`config.mk`:
```
export PLATFORM = sky130hd
export DESIGN_NAME = masku_operand_aligner_flat
export DESIGN_NICKNAME = d
export VERILOG_FILES = /design/src/rtl/masku_operand_aligner_if.sv /design/src/rtl/masku_operand_aligner.sv /design/src/flat_wrapper.sv
export SDC_FILE = /design/constraint.sdc
export NUM_CORES = 1
export LEC_CHECK = 0
export ABC_AREA = 1
export ABC_CLOCK_PERIOD_IN_PS = 5000
export CAP_MARGIN = 40
export CORE_AREA = 2 2 530 532
export CTS_BUF_LIST = sky130_fd_sc_hd__clkbuf_4 sky130_fd_sc_hd__clkbuf_8
export DETAILED_ROUTE_END_ITERATION = 10
export DIE_AREA = 0 0 532 534
export DONT_BUFFER_PORTS = 1
export PLACE_DENSITY_LB_ADDON = 0.1
export SETUP_SLACK_MARGIN = 0.4
export SYNTH_ARGS = -nofsm -noshare
export SYNTH_HDL_FRONTEND = slang
export SYNTH_SLANG_ARGS = --single-unit
```
`constraint.sdc`:
```
create_clock -name clk_i -period 5 [get_ports clk_i]
set_input_delay 0.75 -clock clk_i [delete_from_list [all_inputs] [get_ports clk_i]]
set_output_delay 0.75 -clock clk_i [all_outputs]
set_load 0.02 [all_outputs]
```
`src/rtl/masku_operand_aligner_if.sv`:
```
// Handshake and data bundle between operand lanes, instruction issue and the mask unit.
// Slave is the aligner. Master is whoever drives instructions and operands and consumes the aligned beats.
interface masku_operand_aligner_if #(
    parameter int NrLanes    = 1,
    parameter int NrOperands = 5,
    parameter int ELEN       = 64
);
    logic                                          insn_valid_i;
    logic                                          insn_ready_o;
    logic [15:0]                                   insn_beats_i;
    logic [NrOperands-1:0]                         insn_req_ops_i;

    logic [NrLanes-1:0][NrOperands-1:0][ELEN-1:0]  opnd_i;
    logic [NrLanes-1:0][NrOperands-1:0]            opnd_valid_i;
    logic [NrLanes-1:0][NrOperands-1:0]            opnd_ready_o;

    logic [NrLanes-1:0][NrOperands-1:0][ELEN-1:0]  masku_operands_o;
    logic                                          masku_valid_o;
    logic                                          masku_ready_i;

    logic                                          insn_done_o;
    logic                                          flush_i;
    logic [31:0]                                   stall_cycles_o;

    modport slave (
        input  insn_valid_i, insn_beats_i, insn_req_ops_i,
        input  opnd_i, opnd_valid_i, masku_ready_i, flush_i,
        output insn_ready_o, opnd_ready_o, masku_operands_o, masku_valid_o,
        output insn_done_o, stall_cycles_o
    );

    modport master (
        output insn_valid_i, insn_beats_i, insn_req_ops_i,
        output opnd_i, opnd_valid_i, masku_ready_i, flush_i,
        input  insn_ready_o, opnd_ready_o, masku_operands_o, masku_valid_o,
        input  insn_done_o, stall_cycles_o
    );
endinterface

```
`src/rtl/masku_operand_aligner.sv`:
```
// Purpose: buffer per-(lane, slot) operands and release them to the mask unit as lane-aligned beats.
// Latency: a word is visible one cycle after it is pushed. insn_done_o is asserted one cycle after the last beat pops.
// Backpressure: opnd_ready_o is low on a full slot FIFO, and masku_ready_i low holds every FIFO.
// Optional macro MASKU_ALIGNER_STALL_CNT_EN adds the starved-cycle counter behind stall_cycles_o.

module masku_aligner_fifo #(
    parameter int Depth = 2,
    parameter int Width = 64
) (
    input  logic             clk_i,
    input  logic             rst_i,
    input  logic             flush_i,
    input  logic             push_i,
    input  logic [Width-1:0] data_i,
    input  logic             pop_i,
    output logic             full_o,
    output logic             empty_o,
    output logic [Width-1:0] head_o
);
    localparam int AddrW = (Depth > 1) ? $clog2(Depth) : 1;

    // Extra MSB on each pointer tells full from empty when the indices match.
    logic [AddrW:0]   wr_ptr_q, rd_ptr_q;
    logic [Width-1:0] mem_q [Depth];

    assign empty_o = (wr_ptr_q == rd_ptr_q);
    assign full_o  = (wr_ptr_q[AddrW] != rd_ptr_q[AddrW]) &&
                     (wr_ptr_q[AddrW-1:0] == rd_ptr_q[AddrW-1:0]);
    assign head_o  = mem_q[rd_ptr_q[AddrW-1:0]];

    always_ff @(posedge clk_i) begin
        if (rst_i || flush_i) begin
            wr_ptr_q <= '0;
            rd_ptr_q <= '0;
        end else begin
            if (push_i && !full_o) begin
                wr_ptr_q <= wr_ptr_q + (AddrW+1)'(1);
            end
            if (pop_i && !empty_o) begin
                rd_ptr_q <= rd_ptr_q + (AddrW+1)'(1);
            end
        end
    end

    // Storage is not reset. Contents past the pointers are never observed.
    always_ff @(posedge clk_i) begin
        if (push_i && !full_o) begin
            mem_q[wr_ptr_q[AddrW-1:0]] <= data_i;
        end
    end
endmodule

module masku_operand_aligner #(
    parameter int NrLanes      = 0,
    parameter int NrMaskFUnits = 2,
    parameter int NrOperands   = NrMaskFUnits + 3,
    parameter int Depth        = 2,
    parameter int ELEN         = 64
) (
    input  logic                   clk_i,
    input  logic                   rst_i,
    masku_operand_aligner_if.slave bus
);
    // An unset lane count (0) builds as a single lane.
    localparam int Lanes = (NrLanes > 0) ? NrLanes : 1;

    typedef enum logic {
        IDLE,
        ACTIVE
    } state_e;

    state_e                  state_q, state_d;
    logic [15:0]             beat_cnt_q, beat_cnt_d;
    logic [NrOperands-1:0]   req_mask_q, req_mask_d;
    logic                    done_q, done_d;

    logic [Lanes-1:0][NrOperands-1:0]            full, empty;
    logic [Lanes-1:0][NrOperands-1:0][ELEN-1:0]  head;
    logic [NrOperands-1:0]                       pop;
    logic                                        all_present;
    logic                                        fire;

    assign fire = bus.masku_valid_o && bus.masku_ready_i;
    assign pop  = {NrOperands{fire}} & req_mask_q;

    for (genvar l = 0; l < Lanes; l++) begin : g_lane
        for (genvar s = 0; s < NrOperands; s++) begin : g_slot
            masku_aligner_fifo #(
                .Depth (Depth),
                .Width (ELEN)
            ) i_fifo (
                .clk_i   (clk_i),
                .rst_i   (rst_i),
                .flush_i (bus.flush_i),
                .push_i  (bus.opnd_valid_i[l][s]),
                .data_i  (bus.opnd_i[l][s]),
                .pop_i   (pop[s]),
                .full_o  (full[l][s]),
                .empty_o (empty[l][s]),
                .head_o  (head[l][s])
            );

            // Ready depends only on the registered full flag, so a full FIFO refuses a push even while popping.
            assign bus.opnd_ready_o[l][s]     = ~full[l][s];
            assign bus.masku_operands_o[l][s] = req_mask_q[s] ? head[l][s] : '0;
        end
    end

    always_comb begin
        all_present = 1'b1;
        for (int l = 0; l < Lanes; l++) begin
            for (int s = 0; s < NrOperands; s++) begin
                if (req_mask_q[s] && empty[l][s]) begin
                    all_present = 1'b0;
                end
            end
        end
    end

    assign bus.masku_valid_o = (state_q == ACTIVE) && all_present;
    assign bus.insn_ready_o  = (state_q == IDLE);
    assign bus.insn_done_o   = done_q;

    always_comb begin
        state_d    = state_q;
        beat_cnt_d = beat_cnt_q;
        req_mask_d = req_mask_q;
        done_d     = 1'b0;

        unique case (state_q)
            IDLE: begin
                // A zero-beat instruction is not legal, so it is dropped rather than starting an endless wait.
                if (bus.insn_valid_i && (bus.insn_beats_i != 16'd0)) begin
                    state_d    = ACTIVE;
                    beat_cnt_d = bus.insn_beats_i;
                    req_mask_d = bus.insn_req_ops_i;
                end
            end
            ACTIVE: begin
                if (fire) begin
                    beat_cnt_d = beat_cnt_q - 16'd1;
                    if (beat_cnt_q == 16'd1) begin
                        state_d = IDLE;
                        done_d  = 1'b1;
                    end
                end
            end
            default: state_d = IDLE;
        endcase

        if (bus.flush_i) begin
            state_d    = IDLE;
            beat_cnt_d = '0;
            req_mask_d = '0;
            done_d     = 1'b0;
        end
    end

    always_ff @(posedge clk_i) begin
        if (rst_i) begin
            state_q    <= IDLE;
            beat_cnt_q <= '0;
            req_mask_q <= '0;
            done_q     <= 1'b0;
        end else begin
            state_q    <= state_d;
            beat_cnt_q <= beat_cnt_d;
            req_mask_q <= req_mask_d;
            done_q     <= done_d;
        end
    end

`ifdef MASKU_ALIGNER_STALL_CNT_EN
    logic [31:0] stall_cnt_q;

    always_ff @(posedge clk_i) begin
        if (rst_i || bus.flush_i) begin
            stall_cnt_q <= '0;
        end else if ((state_q == ACTIVE) && !bus.masku_valid_o && (stall_cnt_q != '1)) begin
            stall_cnt_q <= stall_cnt_q + 32'd1;
        end
    end

    assign bus.stall_cycles_o = stall_cnt_q;
`else
    assign bus.stall_cycles_o = '0;
`endif
endmodule
```
`src/flat_wrapper.sv`:
```
// flat-port wrapper written by rule: the top's interface ports become plain ports
module masku_operand_aligner_flat 
#(
    parameter int NrLanes      = 0,
    parameter int NrMaskFUnits = 2,
    parameter int NrOperands   = NrMaskFUnits + 3,
    parameter int Depth        = 2,
    parameter int ELEN         = 64
)
  (clk_i, rst_i, bus_insn_valid_i, bus_insn_beats_i, bus_insn_req_ops_i, bus_opnd_i, bus_opnd_valid_i, bus_masku_ready_i, bus_flush_i, bus_insn_ready_o, bus_opnd_ready_o, bus_masku_operands_o, bus_masku_valid_o, bus_insn_done_o, bus_stall_cycles_o);
  masku_operand_aligner_if #(.NrLanes(NrLanes), .NrOperands(NrOperands), .ELEN(ELEN)) bus_i ();
  input  logic clk_i;
  input  logic rst_i;
  input wire logic [$bits(bus_i.insn_valid_i)-1:0] bus_insn_valid_i;
  input wire logic [$bits(bus_i.insn_beats_i)-1:0] bus_insn_beats_i;
  input wire logic [$bits(bus_i.insn_req_ops_i)-1:0] bus_insn_req_ops_i;
  input wire logic [$bits(bus_i.opnd_i)-1:0] bus_opnd_i;
  input wire logic [$bits(bus_i.opnd_valid_i)-1:0] bus_opnd_valid_i;
  input wire logic [$bits(bus_i.masku_ready_i)-1:0] bus_masku_ready_i;
  input wire logic [$bits(bus_i.flush_i)-1:0] bus_flush_i;
  output wire logic [$bits(bus_i.insn_ready_o)-1:0] bus_insn_ready_o;
  output wire logic [$bits(bus_i.opnd_ready_o)-1:0] bus_opnd_ready_o;
  output wire logic [$bits(bus_i.masku_operands_o)-1:0] bus_masku_operands_o;
  output wire logic [$bits(bus_i.masku_valid_o)-1:0] bus_masku_valid_o;
  output wire logic [$bits(bus_i.insn_done_o)-1:0] bus_insn_done_o;
  output wire logic [$bits(bus_i.stall_cycles_o)-1:0] bus_stall_cycles_o;
  assign bus_i.insn_valid_i = bus_insn_valid_i;
  assign bus_i.insn_beats_i = bus_insn_beats_i;
  assign bus_i.insn_req_ops_i = bus_insn_req_ops_i;
  assign bus_i.opnd_i = bus_opnd_i;
  assign bus_i.opnd_valid_i = bus_opnd_valid_i;
  assign bus_i.masku_ready_i = bus_masku_ready_i;
  assign bus_i.flush_i = bus_flush_i;
  assign bus_insn_ready_o = bus_i.insn_ready_o;
  assign bus_opnd_ready_o = bus_i.opnd_ready_o;
  assign bus_masku_operands_o = bus_i.masku_operands_o;
  assign bus_masku_valid_o = bus_i.masku_valid_o;
  assign bus_insn_done_o = bus_i.insn_done_o;
  assign bus_stall_cycles_o = bus_i.stall_cycles_o;
  masku_operand_aligner #(.NrLanes(NrLanes), .NrMaskFUnits(NrMaskFUnits), .NrOperands(NrOperands), .Depth(Depth), .ELEN(ELEN)) u_core (.clk_i(clk_i), .rst_i(rst_i), .bus(bus_i));
endmodule
```
==> results of run 1 <==
==> critical path: cells and delay by family, from the launching register on <==
kind / cells / cell delay, ns
flops: 1 / 0.77
simple gates: 2 / 0.28
buf+inv: 2 / 1.25
==> layer usage <==
metal  vias up  wire, um  track usage [%]
met4        46      4220             3.10
met1      8739     44700             8.47
met3       284     12200             3.89
li1       8816         -                -
met2       977     56900             13.4
met5         -       287                0
==> flip-flops by register name, indices dropped and copies added (netlist names), named ones only <==
| register | cells |
|---|---|
| u_core.beat_cnt_q | 16 |
| u_core.bus.insn_done_o | 1 |
| u_core.g_lane.g_slot.i_fifo.mem_q | 640 |
| u_core.g_lane.g_slot.i_fifo.rd_ptr_q | 10 |
| u_core.g_lane.g_slot.i_fifo.wr_ptr_q | 10 |
| u_core.req_mask_q | 5 |
| u_core.state_q | 1 |
==> cell usage in the layout (no fill, tap or decap), types with 10 or more instances in the layout <==
cell type and n:
sky130_fd_sc_hd__clkinv_2 15, sky130_fd_sc_hd__buf_12 14, sky130_fd_sc_hd__clkbuf_4 44, sky130_fd_sc_hd__edfxtp_1 640, sky130_fd_sc_hd__inv_1 48, sky130_fd_sc_hd__diode_2 16
sky130_fd_sc_hd__dfxtp_1 38, sky130_fd_sc_hd__dlygate4sd3_1 338, sky130_fd_sc_hd__a21oi_1 23, sky130_fd_sc_hd__nand4_1 10, sky130_fd_sc_hd__nor2_1 720, sky130_fd_sc_hd__clkinv_1 22
sky130_fd_sc_hd__nand3_1 40, sky130_fd_sc_hd__clkbuf_8 161, sky130_fd_sc_hd__o21ai_0 344, sky130_fd_sc_hd__buf_4 46, sky130_fd_sc_hd__nand2_1 137, sky130_fd_sc_hd__conb_1 357
==> metrics by stage <==
stage	worst slack (ns)	std cells	power, W	hold slack [ns]	util, %
6_report	1.01	6807	0.0142	0.179	14.1
5_1_grt	0.601	6804	0.0150	0.0893	14.1
4_1_cts	0.632	6791	0.0147	0.00260	14.0
3_5_place_dp	1.40	6197	0.00765	0.461	11.8
3_3_place_gp	1.42	6184	0.00764	0.460	11.7
2_1_floorplan	0.848	2881	0.00759	0.443	-
==> report_power, final <==
group,total [W],internal (W),switching (W)
Combinational,0.00115,0.000298,0.000850
Sequential,0.00665,0.00658,0.0000637
Clock,0.00644,0.00360,0.00284
==> area by class of cell <==
type | instances | area [sq um] | share of cell area, %
clock inverters | 51 | 430 | 1.10
flip-flops and latches | 688 | 20200 | 51.6
inverters | 60 | 229 | 0.585
repair buffers | 401 | 4080 | 10.4
diodes | 16 | 40.0 | 0.102
well taps | 3724 | 4660 | 11.9
multi-input cells | 1662 | 6950 | 17.8
clock buffers | 205 | 2550 | 6.51
==> logic make-up after synthesis <==
group	Yosys count	share of synthesized area (%)
AND/OR/NAND/NOR	930	12.5
flip-flops	688	69.4
buffers and inverters	531	11.5
AO/OA/AOI/OAI	370	6.38
adder cells (fa/ha/maj)	2	0.0860
XOR/XNOR	2	0.0602
other	1	0.0129
multiplexers	1	0.0344
==> how the worst max path moves through the flow <==
stage / from / to / depth (start not counted)
2_1_floorplan: u_core.g_lane[0].g_slot[3].i_fifo.rd_ptr_q[1]$_SDFFE_PP0P_ / u_core.g_lane[0].g_slot[3].i_fifo.wr_ptr_q[1]$_SDFFE_PP0P_ / 6
3_3_place_gp: u_core.g_lane[0].g_slot[4].i_fifo.wr_ptr_q[0]$_SDFFE_PP0P_ / u_core.g_lane[0].g_slot[4].i_fifo.mem_q[1][50]$_DFFE_PP_ / 8
3_5_place_dp: u_core.g_lane[0].g_slot[4].i_fifo.wr_ptr_q[0]$_SDFFE_PP0P_ / u_core.g_lane[0].g_slot[4].i_fifo.mem_q[1][50]$_DFFE_PP_ / 8
4_1_cts: flop / bus_masku_operands_o[79] / 4
5_1_grt: flop / bus_masku_operands_o[103] / 4
6_report: flop / bus_masku_operands_o[79] / 4
==> impl_metrics.sql, run 1 <==
INSERT INTO impl_metrics (metric_group, metric, value, unit) VALUES
('setup_path', 'r2r_slack', '1.61', 'ns'),
('synth', 'yosys.area.top_type', 'sky130_fd_sc_hd__edfxtp_1', ''),
('layout', 'layout-area-overhead-vs-synth', '34.5', '%'),
('synth', 'synth-edff-count', '640', ''),
('sta', 'finalHoldViolations', '0', ''),
('grt', 'all_layer_global_routing_usage', '7.95', '%'),
('setup_path', 'crit_required', '4.25', 'ns'),
('grt', 'grt_max_degree', '66', ''),
('drt', 'route.vias.total', '18900', ''),
('setup_path', 'r2r_cells', '8', ''),
('synth', 'postSynth.asyncResetShare', '0', '%'),
('setup_path', 'largest_driver_fanout_on_the_critical_path', '34', ''),
('floorplanning', 'starting_density', '10.4', '%'),
('drt', 'antenna_violating_nets_post_route', '0', ''),
('setup_path', 'worst_setup_path_end_kind', 'primary output', ''),
('synth', 'synth_top_area_share', '66.1', '%'),
('status', 'run_status', 'finished, final reports clean', ''),
('grt', 'first_pass_grt_wire_length', '159000', 'um'),
('placed_design', 'place.gp.congestion', '0.684', ''),
('setup_path', 'cp_cell_sequence', 'clkinv_2 -> buf_4 -> nor2_1 -> nor2_1', ''),
('floorplanning', 'die_area', '284000', 'sq um'),
('power', 'cellPowerDensity', '364', 'nW/um^2'),
('synth', 'synth-seq-area-share', '69.4', '%'),
('sta', 'max_slew.worst_pin.slew', '0.844', 'ns'),
('cts', 'postCtsHoldBufs', '338', ''),
('grt', 'vias_in_the_first_global_route', '18300', ''),
('synth', 'post_synth_top_flop', 'sky130_fd_sc_hd__edfxtp_1', ''),
('synth', 'synth_instances', '2525', ''),
('worst_hold_path', 'hold_class', 'in -> reg', ''),
('setup_path', 'startpoint_type', 'flop', ''),
('cts', 'clock_latency', '0.87', 'ns'),
('synth', 'postSynthRegisterBits', '688', ''),
('sta', 'timing_max_transition_violations_final', '0', ''),
('setup_path', 'critPathSlowestCell', 'sky130_fd_sc_hd__dfxtp_2', ''),
('floorplanning', 'coreArea', '278000', 'sq um'),
('cts', 'clock_buffers_created_by_tritoncts', '157', ''),
('layout', 'layout.nets', '3648', ''),
('placed_design', 'port-buffer-count', '0', ''),
('sta', 'achievable-frequency', '251', 'MHz'),
('cts', 'max-clock-path-buffers', '4', ''),
('drt', 'post_detailed_route_wirelength_per_cell', '17.4', 'um'),
('layout', 'fin_area', '39100', 'sq um'),
('placed_design', 'dp.final_hpwl', '81200', 'um'),
('floorplanning', 'std_cell_rows', '194', ''),
('floorplanning', 'die_height', '534', 'um'),
('synth', 'netlist-cell-type-count', '32', ''),
('floorplanning', 'die_w', '532', 'um'),
('setup_path', 'worstSetupPathType', 'reg -> out', ''),
('drt', 'drt-vias-per-instance', '2.77', ''),
('sta', 'tns', '0', 'ns'),
('setup_path', 'maximum_cell_stage_delay_along_the_critical_path', '0.77', 'ns'),
('synth', 'synth.yosys.warnings', '325', ''),
('grt', 'grt_antenna_before_repair', '57', ''),
('cts', 'cts_resized', '0', ''),
('grt', 'overflow_left_after_global_routing', '0', ''),
('sta', 'max_slew_margin', '43.7', '%'),
('setup_path', 'worst-endpoint-arrival', '3.24', 'ns'),
('worst_hold_path', 'worst_hold_startpoint', 'rst_i', ''),
('sta', 'finalSetupViolCount', '0', ''),
('sta', 'period_share', '79.8', '%'),
('cts', 'cts.htree.levels', '4', ''),
('setup_path', 'worst_r2r_endpoint', 'u_core.g_lane[0].g_slot[4].i_fifo.mem_q[1][52]$_DFFE_PP_', ''),
('synth', 'post_synth.cell_area_avg', '11.5', 'sq um'),
('power', 'ir_drop', '0.183', 'mV'),
('setup_path', 'r2r_start', 'u_core.g_lane[0].g_slot[4].i_fifo.wr_ptr_q[0]$_SDFFE_PP0P_', ''),
('worst_hold_path', 'worst_hold_path.num_cells', '3', ''),
('sta', 'finalWorstPathRequiredPeriod', '3.99', 'ns'),
('sta', 'final.setup_skew', '0.0758', 'ns'),
('sta', 'rsz0062_at_grt', 'no', ''),
('floorplanning', 'ios', '1361', ''),
('worst_hold_path', 'hold_end', 'u_core.beat_cnt_q[3]$_SDFFE_PP0P_', '');
No activity file was read; power rests on OpenSTA's default activity.
==> run 2: changes to the inputs <==
--- a/config.mk
+++ b/config.mk
@@ -6,7 +6,7 @@
 export NUM_CORES = 1
 export LEC_CHECK = 0
 export ABC_AREA = 1
-export ABC_CLOCK_PERIOD_IN_PS = 5000
+export ABC_CLOCK_PERIOD_IN_PS = 3900
 export CAP_MARGIN = 40
 export CORE_AREA = 2 2 530 532
 export CTS_BUF_LIST = sky130_fd_sc_hd__clkbuf_4 sky130_fd_sc_hd__clkbuf_8
==> constraint.sdc (replaced) <==
create_clock -name clk_i -period 3.9 [get_ports clk_i]
set_input_delay 0.585 -clock clk_i [delete_from_list [all_inputs] [get_ports clk_i]]
set_output_delay 0.585 -clock clk_i [all_outputs]
set_load 0.02 [all_outputs]
==> run 2 against run 1 <==
Net effect:
- non-clock buffer count is 35 higher
- power rose by 26%
- sequential share of layout area decreased by 0.34 points
- design area up 0.68%
- die area did not move
- first-iteration DRC count fell by 4.5%
- worst hold slack improved by 0.098 ns
- flip-flop and latch count did not move
- core utilization is 0.096 points higher
- worst setup slack worse by 0.29 ns
- clock skew rose by 0.0074 ns
- critical endpoint is now bus_masku_operands_o[208]
- largest cell class unchanged
==> impl_metrics.sql, run 2 (synthesis gave the netlist of run 1 again) <==
INSERT INTO impl_metrics (metric_group, metric, value, unit) VALUES
('setup_path', 'setup.worst_path.end', 'bus_masku_operands_o[208]', ''),
('sta', 'timing_max_transition_violations_final', '0', ''),
('sta', 'achievable-frequency', '314', 'MHz'),
('placed_design', 'post-place-ws', '0.906', 'ns'),
('floorplanning', 'std_cell_rows', '194', ''),
('placed_design', 'port-buffer-count', '0', ''),
('cts', 'tritoncts', 'built', ''),
('setup_path', 'worstPathBufferInverterCount', '2', ''),
('floorplanning', 'coreArea', '278000', 'sq um'),
('cts', 'cts_num_sinks', '688', ''),
('setup_path', 'critPathSlowestCell', 'sky130_fd_sc_hd__nor2_1', ''),
('status', 'run_status', 'finished, final reports clean', ''),
('layout', 'layout-area-overhead-vs-synth', '35.4', '%'),
('setup_path', 'crit_required', '3.31', 'ns'),
('grt', 'all_layer_global_routing_usage', '8.03', '%'),
('drt', 'route.vias.total', '19000', ''),
('sta', 'finalSetupViolCount', '0', ''),
('sta', 'rsz0062_at_grt', 'no', ''),
('sta', 'max_slew_margin', '47.1', '%'),
('drt', 'post_detailed_route_wirelength_per_cell', '17.4', 'um'),
('layout', 'fillCellCount', '31200', ''),
('setup_path', 'maximum_cell_stage_delay_along_the_critical_path', '0.56', 'ns'),
('sta', 'finalWorstPathRequiredPeriod', '3.18', 'ns'),
('floorplanning', 'die_area', '284000', 'sq um'),
('layout', 'final_layout_size_suffix_gt1_share', '11.8', '%'),
('setup_path', 'startpoint_type', 'flop', ''),
('drt', 'antenna_violating_nets_post_route', '0', ''),
('drt', 'wl_met2', '56300', 'um'),
('cts', 'clock_buffers_created_by_tritoncts', '152', ''),
('layout', 'final_common_cell', 'sky130_fd_sc_hd__nor2_1', ''),
('floorplanning', 'starting_density', '10.4', '%'),
('floorplanning', 'ios', '1361', ''),
('sta', 'tns', '0', 'ns'),
('power', 'cellPowerDensity', '456', 'nW/um^2'),
('sta', 'final.setup_skew', '0.0833', 'ns'),
('grt', 'grt_antenna_before_repair', '72', ''),
('sta', 'period_share', '81.6', '%'),
('setup_path', 'cp_cell_sequence', 'inv_2 -> buf_12 -> nor2_1 -> nor2_1', ''),
('drt', 'finalWirelength', '119000', 'um'),
('drt', 'routedLengthMet1', '44600', 'um'),
('grt', 'grt_max_degree', '67', ''),
('grt', 'first_pass_grt_wire_length', '160000', 'um'),
('cts', 'clock_transition_time_at_the_flip_flop_clock_pins_of_the_worst_setup_and_hold_paths', '0.05', 'ns'),
('placed_design', 'dp.final_hpwl', '83700', 'um'),
('setup_path', 'worst-endpoint-arrival', '2.60', 'ns'),
('sta', 'max_slew.worst_pin.slew', '0.791', 'ns'),
('worst_hold_path', 'worst_hold_path.num_cells', '4', ''),
('cts', 'root_buffer', 'sky130_fd_sc_hd__clkbuf_8', ''),
('floorplanning', 'die_w', '532', 'um'),
('drt', 'detail_route.drc_violations', '0', ''),
('grt', 'overflow_left_after_global_routing', '0', ''),
('layout', 'layout.nets', '3678', ''),
('cts', 'cts.htree.levels', '4', ''),
('worst_hold_path', 'hold_class', 'in -> reg', ''),
('floorplanning', 'die_height', '534', 'um'),
('cts', 'clock_latency', '0.88', 'ns'),
('setup_path', 'r2r_start', 'u_core.g_lane[0].g_slot[4].i_fifo.wr_ptr_q[0]$_SDFFE_PP0P_', ''),
('setup_path', 'worst_r2r_endpoint', 'u_core.g_lane[0].g_slot[4].i_fifo.mem_q[1][22]$_DFFE_PP_', ''),
('layout', 'most-common-layout-cells', 'sky130_fd_sc_hd__nor2_1 (708), sky130_fd_sc_hd__edfxtp_1 (640), sky130_fd_sc_hd__conb_1 (357), sky130_fd_sc_hd__dlygate4sd3_1 (352), sky130_fd_sc_hd__o21ai_0 (344)', ''),
('setup_path', 'r2r_cells', '9', ''),
('sta', 'finalHoldViolations', '0', ''),
('setup_path', 'critical_path_most_common_cell', 'sky130_fd_sc_hd__nor2_1', ''),
('grt', 'vias_in_the_first_global_route', '18800', ''),
('run', 'cap_violations', '0', ''),
('drt', 'met3WireLength', '14100', 'um'),
('drt', 'drt-vias-per-instance', '2.78', ''),
('setup_path', 'r2r_slack', '1.17', 'ns'),
('setup_path', 'worstSetupPathType', 'reg -> out', ''),
('drt', 'iter_0_drt_violations', '1000', ''),
('drt', 'detail_route.first_pass.iterations', '5', ''),
('setup_path', 'worst_setup_path_end_kind', 'primary output', ''),
('setup_path', 'largest_driver_fanout_on_the_critical_path', '26', ''),
('cts', 'max-clock-path-buffers', '4', ''),
('placed_design', 'place.gp.congestion', '0.699', ''),
('drt', 'top_layer_used', 'met5', ''),
('setup_path', 'cpLargestDelayFamily', 'buffers and inverters', ''),
('power', 'ir_drop', '0.230', 'mV'),
('setup_path', 'path_depth', '4', ''),
('sta', 'finalWorstSetupSlack', '0.718', 'ns'),
('power', 'p_leak', '14.1', 'nW'),
('layout', 'number_of_flip_flops_under_the_largest_register_name', '640', '');
-- run 2: layout make-up --
cell class	instances	area (sq um)	share of cell area (%)
Sequential cell	688	20200	51.3
Inverter	60	228	0.578
Clock inverter	53	317	0.803
Multi-Input combinational cell	1662	6980	17.7
Clock buffer	209	2540	6.46
Tap cell	3724	4660	11.8
Antenna cell	16	40.0	0.102
Timing Repair Buffer	436	4420	11.2
-- run 2: metal layers --
metal  track usage [%]  vias to the layer above
li1                  -                     8898
met1              8.54                     8821
met2              13.4                      991
met3              4.50                      277
met4              2.69                       44
met5                 0                        -
-- run 2: worst min path at each step --
| stage | endpoint | slack, ns | start |
|---|---|---|---|
| finish | u_core.g_lane[0].g_slot[4].i_fifo.wr_ptr_q[0]$_SDFFE_PP0P_ | 0.28 | bus_opnd_valid_i[4] |
| global route | u_core.g_lane[0].g_slot[1].i_fifo.mem_q[1][58]$_DFFE_PP_ | 0.23 | bus_opnd_i[122] |
| CTS | u_core.g_lane[0].g_slot[1].i_fifo.mem_q[1][58]$_DFFE_PP_ | 0.13 | bus_opnd_i[122] |
| detailed placement | u_core.g_lane[0].g_slot[1].i_fifo.wr_ptr_q[1]$_SDFFE_PP0P_ | 0.48 | u_core.g_lane[0].g_slot[1].i_fifo.wr_ptr_q[1]$_SDFFE_PP0P_ |
| global placement | u_core.g_lane[0].g_slot[1].i_fifo.wr_ptr_q[1]$_SDFFE_PP0P_ | 0.48 | u_core.g_lane[0].g_slot[1].i_fifo.wr_ptr_q[1]$_SDFFE_PP0P_ |
| floorplan | u_core.g_lane[0].g_slot[3].i_fifo.wr_ptr_q[1]$_SDFFE_PP0P_ | 0.44 | u_core.g_lane[0].g_slot[3].i_fifo.wr_ptr_q[1]$_SDFFE_PP0P_ |
-- run 2: power by group --
group	leakage (nW)	switching, W	total (W)	internal [W]
clock network	1.51	0.00364	0.00797	0.00433
logic	6.20	0.00110	0.00150	0.000397
registers	6.40	0.0000794	0.00851	0.00843
total	14.1	0.00482	0.0180	0.0132
-- run 2: what timing repair did --
| item | CTS | global route |
|---|---|---|
| endpoints found under the hold margin | 692 | 0 |
| hold buffers | 352 | 0 |
| gates resized for setup | 18 | 1 |
| endpoints found under the setup margin | 72 | 1 |
| buffers inserted | 0 | 0 |
-- run 2: worst reg2reg max path, cell delays in order (launching register included) --
cell	delay, ns
sky130_fd_sc_hd__dfxtp_1	0.45
sky130_fd_sc_hd__inv_2	0.04
sky130_fd_sc_hd__nand2_1	0.07
sky130_fd_sc_hd__nand2_2	0.07
sky130_fd_sc_hd__nand3_1	0.40
sky130_fd_sc_hd__nand2_1	0.41
sky130_fd_sc_hd__inv_1	0.16
sky130_fd_sc_hd__nand2_1	0.10
sky130_fd_sc_hd__inv_2	0.29
sky130_fd_sc_hd__buf_12	0.33
-- run 2: metrics by stage --
| step | total power, W | cell area [sq um] | cells | utilization, % | hold WS, ns |
|---|---|---|---|---|---|
| floorplan | 0.00972 | 30400 | 2881 | - | 0.443 |
| global placement | 0.00981 | 32800 | 6209 | 11.8 | 0.481 |
| detailed placement | 0.00980 | 32900 | 6212 | 11.8 | 0.479 |
| CTS | 0.0186 | 39300 | 6826 | 14.1 | 0.133 |
| global route | 0.0189 | 39400 | 6844 | 14.1 | 0.225 |
| finish | 0.0180 | 39400 | 6848 | 14.2 | 0.277 |
